$ cat src/rtl/gcd_lcm_if.sv
// Start/done handshake bundle for the GCD/LCM coprocessor.
// The master issues operands; the slave returns a busy flag, a done pulse and the result.
interface gcd_lcm_if #(
  parameter int WIDTH = 32
);
  logic               start;
  logic               mode;
  logic [WIDTH-1:0]   a;
  logic [WIDTH-1:0]   b;
  logic               busy;
  logic               done;
  logic [2*WIDTH-1:0] result;

  modport master (output start, mode, a, b, input busy, done, result);
  modport slave  (input start, mode, a, b, output busy, done, result);
endinterface

$ cat src/rtl/gcd_lcm_unit.sv
// Multi-cycle GCD (binary Stein) / LCM ((a/gcd)*b) coprocessor.
// Uses a restoring divider and a shift-add multiplier, so the full 2*WIDTH LCM is returned.
module gcd_lcm_unit #(
  parameter int WIDTH = 32
) (
  input  logic       clk,
  input  logic       rst,
  gcd_lcm_if.slave   bus
);
  localparam int KW = $clog2(WIDTH) + 1;

  typedef enum logic [2:0] {
    IDLE, ZCHK, GCD_SHIFT, GCD_LOOP, DIV, MUL, FINISH
  } state_t;

  state_t               state_q, state_d;
  logic                 mode_q, mode_d;
  logic [WIDTH-1:0]     a_q, a_d, b_q, b_d;
  logic [WIDTH-1:0]     x_q, x_d, y_q, y_d, g_q, g_d;
  logic [KW-1:0]        k_q, k_d, cnt_q, cnt_d;
  logic [WIDTH-1:0]     rem_q, rem_d, quo_q, quo_d;
  logic [2*WIDTH-1:0]   acc_q, acc_d, mcand_q, mcand_d;
  logic                 busy_q, busy_d, done_q, done_d;
  logic [2*WIDTH-1:0]   result_q, result_d;

  logic [WIDTH-1:0]     g_calc;
  logic [WIDTH:0]       trial, diff;
  logic                 qbit;
  logic [2*WIDTH-1:0]   acc_sum;

  always_comb begin
    state_d  = state_q;
    mode_d   = mode_q;
    a_d      = a_q;
    b_d      = b_q;
    x_d      = x_q;
    y_d      = y_q;
    g_d      = g_q;
    k_d      = k_q;
    cnt_d    = cnt_q;
    rem_d    = rem_q;
    quo_d    = quo_q;
    acc_d    = acc_q;
    mcand_d  = mcand_q;
    busy_d   = busy_q;
    done_d   = 1'b0;
    result_d = result_q;

    g_calc  = (x_q | y_q) << k_q;
    // Restoring divider: shift the next dividend bit into the partial remainder.
    trial   = {rem_q, quo_q[WIDTH-1]};
    diff    = trial - {1'b0, g_q};
    qbit    = (trial >= {1'b0, g_q});
    acc_sum = acc_q + (quo_q[0] ? mcand_q : '0);

    case (state_q)
      IDLE: begin
        if (bus.start) begin
          a_d     = bus.a;
          b_d     = bus.b;
          mode_d  = bus.mode;
          x_d     = bus.a;
          y_d     = bus.b;
          k_d     = '0;
          busy_d  = 1'b1;
          state_d = ZCHK;
        end
      end
      ZCHK: begin
        if (a_q == '0 || b_q == '0) begin
          result_d = mode_q ? '0 : {{WIDTH{1'b0}}, a_q | b_q};
          busy_d   = 1'b0;
          done_d   = 1'b1;
          state_d  = FINISH;
        end else begin
          state_d = GCD_SHIFT;
        end
      end
      GCD_SHIFT: begin
        if (!x_q[0] && !y_q[0]) begin
          x_d = x_q >> 1;
          y_d = y_q >> 1;
          k_d = k_q + 1'b1;
        end else begin
          state_d = GCD_LOOP;
        end
      end
      GCD_LOOP: begin
        if (x_q == '0 || y_q == '0) begin
          g_d = g_calc;
          if (mode_q) begin
            quo_d   = a_q;
            rem_d   = '0;
            cnt_d   = KW'(WIDTH - 1);
            state_d = DIV;
          end else begin
            result_d = {{WIDTH{1'b0}}, g_calc};
            busy_d   = 1'b0;
            done_d   = 1'b1;
            state_d  = FINISH;
          end
        end else if (!x_q[0]) begin
          x_d = x_q >> 1;
        end else if (!y_q[0]) begin
          y_d = y_q >> 1;
        end else if (x_q >= y_q) begin
          x_d = (x_q - y_q) >> 1;
        end else begin
          y_d = (y_q - x_q) >> 1;
        end
      end
      DIV: begin
        rem_d = qbit ? diff[WIDTH-1:0] : trial[WIDTH-1:0];
        quo_d = {quo_q[WIDTH-2:0], qbit};
        if (cnt_q == '0) begin
          acc_d   = '0;
          mcand_d = {{WIDTH{1'b0}}, b_q};
          cnt_d   = KW'(WIDTH - 1);
          state_d = MUL;
        end else begin
          cnt_d = cnt_q - 1'b1;
        end
      end
      MUL: begin
        acc_d   = acc_sum;
        quo_d   = quo_q >> 1;
        mcand_d = mcand_q << 1;
        if (cnt_q == '0) begin
          result_d = acc_sum;
          busy_d   = 1'b0;
          done_d   = 1'b1;
          state_d  = FINISH;
        end else begin
          cnt_d = cnt_q - 1'b1;
        end
      end
      FINISH: begin
        state_d = IDLE;
      end
      default: begin
        busy_d  = 1'b0;
        state_d = IDLE;
      end
    endcase
  end

  always_ff @(posedge clk) begin
    if (rst) begin
      state_q  <= IDLE;
      mode_q   <= 1'b0;
      a_q      <= '0;
      b_q      <= '0;
      x_q      <= '0;
      y_q      <= '0;
      g_q      <= '0;
      k_q      <= '0;
      cnt_q    <= '0;
      rem_q    <= '0;
      quo_q    <= '0;
      acc_q    <= '0;
      mcand_q  <= '0;
      busy_q   <= 1'b0;
      done_q   <= 1'b0;
      result_q <= '0;
    end else begin
      state_q  <= state_d;
      mode_q   <= mode_d;
      a_q      <= a_d;
      b_q      <= b_d;
      x_q      <= x_d;
      y_q      <= y_d;
      g_q      <= g_d;
      k_q      <= k_d;
      cnt_q    <= cnt_d;
      rem_q    <= rem_d;
      quo_q    <= quo_d;
      acc_q    <= acc_d;
      mcand_q  <= mcand_d;
      busy_q   <= busy_d;
      done_q   <= done_d;
      result_q <= result_d;
    end
  end

  assign bus.busy   = busy_q;
  assign bus.done   = done_q;
  assign bus.result = result_q;
endmodule

$ cat src/flat_wrapper.sv
// flat-port wrapper written by rule: the top's interface ports become plain ports
module gcd_lcm_unit_flat 
#(
  parameter int WIDTH = 32
)
  (clk, rst, bus_start, bus_mode, bus_a, bus_b, bus_busy, bus_done, bus_result);
  gcd_lcm_if #(.WIDTH(WIDTH)) bus_i ();
  input  logic clk;
  input  logic rst;
  input wire logic [$bits(bus_i.start)-1:0] bus_start;
  input wire logic [$bits(bus_i.mode)-1:0] bus_mode;
  input wire logic [$bits(bus_i.a)-1:0] bus_a;
  input wire logic [$bits(bus_i.b)-1:0] bus_b;
  output wire logic [$bits(bus_i.busy)-1:0] bus_busy;
  output wire logic [$bits(bus_i.done)-1:0] bus_done;
  output wire logic [$bits(bus_i.result)-1:0] bus_result;
  assign bus_i.start = bus_start;
  assign bus_i.mode = bus_mode;
  assign bus_i.a = bus_a;
  assign bus_i.b = bus_b;
  assign bus_busy = bus_i.busy;
  assign bus_done = bus_i.done;
  assign bus_result = bus_i.result;
  gcd_lcm_unit #(.WIDTH(WIDTH)) u_core (.clk(clk), .rst(rst), .bus(bus_i));
endmodule
$ cat config.mk
export PLATFORM = sky130hd
export DESIGN_NAME = gcd_lcm_unit_flat
export DESIGN_NICKNAME = d
export VERILOG_FILES = /design/src/rtl/gcd_lcm_if.sv /design/src/rtl/gcd_lcm_unit.sv /design/src/flat_wrapper.sv
export SDC_FILE = /design/constraint.sdc
export NUM_CORES = 2
export LEC_CHECK = 0
export ABC_AREA = 1
export BUFFER_PORTS_ARGS = -buffer_cell sky130_fd_sc_hd__buf_4
export CAP_MARGIN = 20
export CELL_PAD_IN_SITES_DETAIL_PLACEMENT = 1
export CELL_PAD_IN_SITES_GLOBAL_PLACEMENT = 2
export CORE_ASPECT_RATIO = 0.5
export CORE_MARGIN = 2
export CORE_UTILIZATION = 37
export CTS_CLUSTER_SIZE = 10
export DETAILED_ROUTE_END_ITERATION = 10
export PLACE_DENSITY = 0.95
export SLEW_MARGIN = 20
export SYNTH_ARGS = -nofsm -noshare
export SYNTH_HDL_FRONTEND = slang
export SYNTH_SLANG_ARGS = --single-unit
export TNS_END_PERCENT = 20
$ cat constraint.sdc
create_clock -name clk -period 5.8 [get_ports clk]
set_input_delay 1.16 -clock clk [delete_from_list [all_inputs] [get_ports clk]]
set_output_delay 1.16 -clock clk [all_outputs]
set_load 0.02 [all_outputs]
==> results.yml <==
clock_network:
  cts_tree: "built"
  cts_buffers: 50
  cts_buffer_depth: 3
  cts.htree.levels: 2
  cts_root_buffer: "clkbuf_16"
  cts.sinks: 434
  cts-hold-fix-buffers: 0
  clk_latency_ns: 0.66
  clk_pin_slew_ns: 0.06
  postCtsResizedCells: 0
  postCtsSetupRepairBufs: 0
grt:
  antenna_found_initial: 1
  grt_pass1_wl_um: 219000
  grt_start_max_net_pins: 90
  gr-total-overflow: 0
  grt_pass1_vias: 36300
  grt_util_all_layers_pct: 31.4
final_layout:
  fin_cells: 6585
  fin_nets: 5666
  final_cell_mix: "1517 x nand2_1, 677 x inv_1, 606 x a21oi_1"
  layout_commonest_cell: "nand2_1"
  fill_cells: 11900
  drive_gt1_share_pct: 5.30
  syn2layout_area_growth_pct: 9.90
routing:
  wl_met2_um: 63700
  drt_wl_total_um: 145000
  drc_errors: 0
  top_layer_used: "met4"
  ant_nets: 0
  drt_iter0_markers: 3102
  vias_per_cell: 5.52
  met1_length_um: 68200
  vias: 36300
  wl_met3_um: 7610
  drt_pass1_iterations: 5
  wl_per_cell_um: 22.0
synthesis:
  syn_nets: 5680
  synth_edf_count: 0
  netlist_instances: 5415
  seq_area_frac_synth_pct: 26.9
  netlist_area_sq_um: 32300
  yosys_warnings: 0
  synth_seq_cells: 434
  syn_area_per_cell_sq_um: 5.97
  async_flop_share_pct: 0
  synthFlopType: "dfxtp_1"
  synthTopCellsByArea: "dfxtp_1 27%, nand2_1 18%, a21oi_1 9.4%"
  synth_top_area_share_pct: 26.9
  ys_types: 47
  yosysTopAreaCell: "dfxtp_1"
floorplanning:
  core_area_sq_um: 86300
  die_w_um: 422
  start_util_pct: 37.4
  ios: 134
  rows: 76
  die_h_um: 213
  dieArea_sq_um: 89900
pwr:
  sw_frac_of_total_pct: 53.7
  pwr-share-comb_pct: 58.2
  seqPwrFrac_pct: 23.9
  p_int_mw: 7.59
  power.switching_mw: 8.81
  leakage_nw: 16.4
  power.density_nw_per_um2: 462
  irDropWorstVdd_uv: 295
  p_clk_share_pct: 17.9
setup_path:
  critPathKind: "reg2reg"
  cp-start-kind: "flop"
  path_max_fanout: 63
  crit_arrival_ns: 4.50
  cp.required_ns: 6.27
  crit_path_end_kind: "flop"
placed_design:
  dp_cells: 6519
  io_buffers: 133
  hpwl_um: 116000
  place_congestion: 0.976
sta:
  skew_ns: 0.0771
  setup_tns_ns: 0
  min_period_ns: 4.02
  timing.fmax_mhz: 249
  hold_violations: 0
  slew_violations: 0
  finalSetupViolCount: 0
  rsz0062_at_grt: "no"
  tightest_slew_ns: 1.05
  fin_crit_sh_pct: 69.3
  relSlewSlack_pct: 29.9
run:
  max_cap_violations: 0
status:
  status: "complete, no violations"
min_path:
  hold_class: "reg2reg"
-- per-stage QoR --
stage / instance area [sq um] / hold WS, ns / util (%) / setup WS, ns / power [mW]
CTS: 35500 / 0.464 / 41.1 / 1.92 / 16.2
global route: 35500 / 0.468 / 41.1 / 1.58 / 17.5
finish: 35500 / 0.468 / 41.1 / 1.78 / 16.4
detailed placement: 34100 / 0.462 / 39.6 / 1.95 / 13.3
floorplan: 32300 / 0.439 / - / 3.21 / 9.91
global placement: 34100 / 0.455 / 39.5 / 1.94 / 13.1
-- registers in the layout, summed over array words and instances (netlist names), 32 cells and up --
register / count
u_core.a_q: 32
u_core.acc_q: 64
u_core.b_q: 32
u_core.bus.result: 64
u_core.g_q: 32
u_core.mcand_q: 64
u_core.quo_q: 32
u_core.rem_q: 32
u_core.x_q: 32
u_core.y_q: 32
-- power by group through the flow --
| stage | sequential, mW | combinational (mW) | clock [mW] |
|---|---|---|---|
| 3_5_place_dp | 3.95 | 9.31 | 0 |
| 5_1_grt | 3.95 | 10.4 | 3.10 |
| 6_report | 3.92 | 9.55 | 2.93 |
| 2_1_floorplan | 3.73 | 6.18 | 0 |
| 3_3_place_gp | 3.93 | 9.15 | 0 |
| 4_1_cts | 3.89 | 9.37 | 2.98 |
-- cell type report --
class	count	area, sq um	share of cell area [%]
Clock inverter	5	76.3	0.215
Inverter	700	2630	7.41
Sequential cell	434	8690	24.5
Tap cell	1170	1460	4.12
Clock buffer	59	1290	3.65
Timing Repair Buffer	160	1220	3.43
Antenna cell	2	5.00	0.0141
Multi-Input combinational cell	4055	20100	56.7
-- synth_stat cells (17+ instances only) --
master    number
inv_2         17
a21oi_1      607
or2_2         22
o21ai_0      476
nand3b_1      43
nor2_1       515
xor2_1        34
nor3_1        44
nand3_1      287
nand4_1       60
a31oi_1       43
o22ai_1       47
inv_1        678
clkbuf_1     180
o21bai_1      17
dfxtp_1      434
ha_1         193
buf_2         33
o211ai_1      24
nand2_1     1518
xnor2_1       19
-- logic make-up after synthesis --
group | count (synthesis) | share of synthesized area (%)
simple gates | 2536 | 32.3
compound gates | 1268 | 20.6
buf+inv | 926 | 10.9
flops | 434 | 26.9
fa+ha+maj | 197 | 7.72
xor+xnor | 53 | 1.44
mux | 1 | 0.0310
-- worst max-delay path, cell delays in order, from the launching register on --
cell and delay, ns:
dfxtp_1 0.34, inv_1 0.12, nand2_1 0.07, nor3_1 0.28, nand2_1 0.10, nor3_1 0.25, nand2_1 0.12, nand3_1 0.24
nand2_1 0.16, inv_2 0.74, nand2_1 0.75, buf_4 0.45, nand2_1 0.09, a21oi_1 0.07
-- worst paths after layout --
check	to	cells after the start	slack (ns)	from
max reg2reg	u_core.rem_q[10]	13	1.78	u_core.x_q[5]
min	u_core.acc_q[54]	2	0.47	u_core.acc_q[54]
max	u_core.rem_q[10]	13	1.78	u_core.x_q[5]
min reg2reg	u_core.acc_q[54]	2	0.47	u_core.acc_q[54]
-- metal layers --
layer  GRT usage, %  vias up
met5              0        -
met4           11.0        0
met3           3.75      205
met2           50.5      958
met1           43.5    17700
li1               -    17500
No activity file was read; power rests on OpenSTA's default activity.
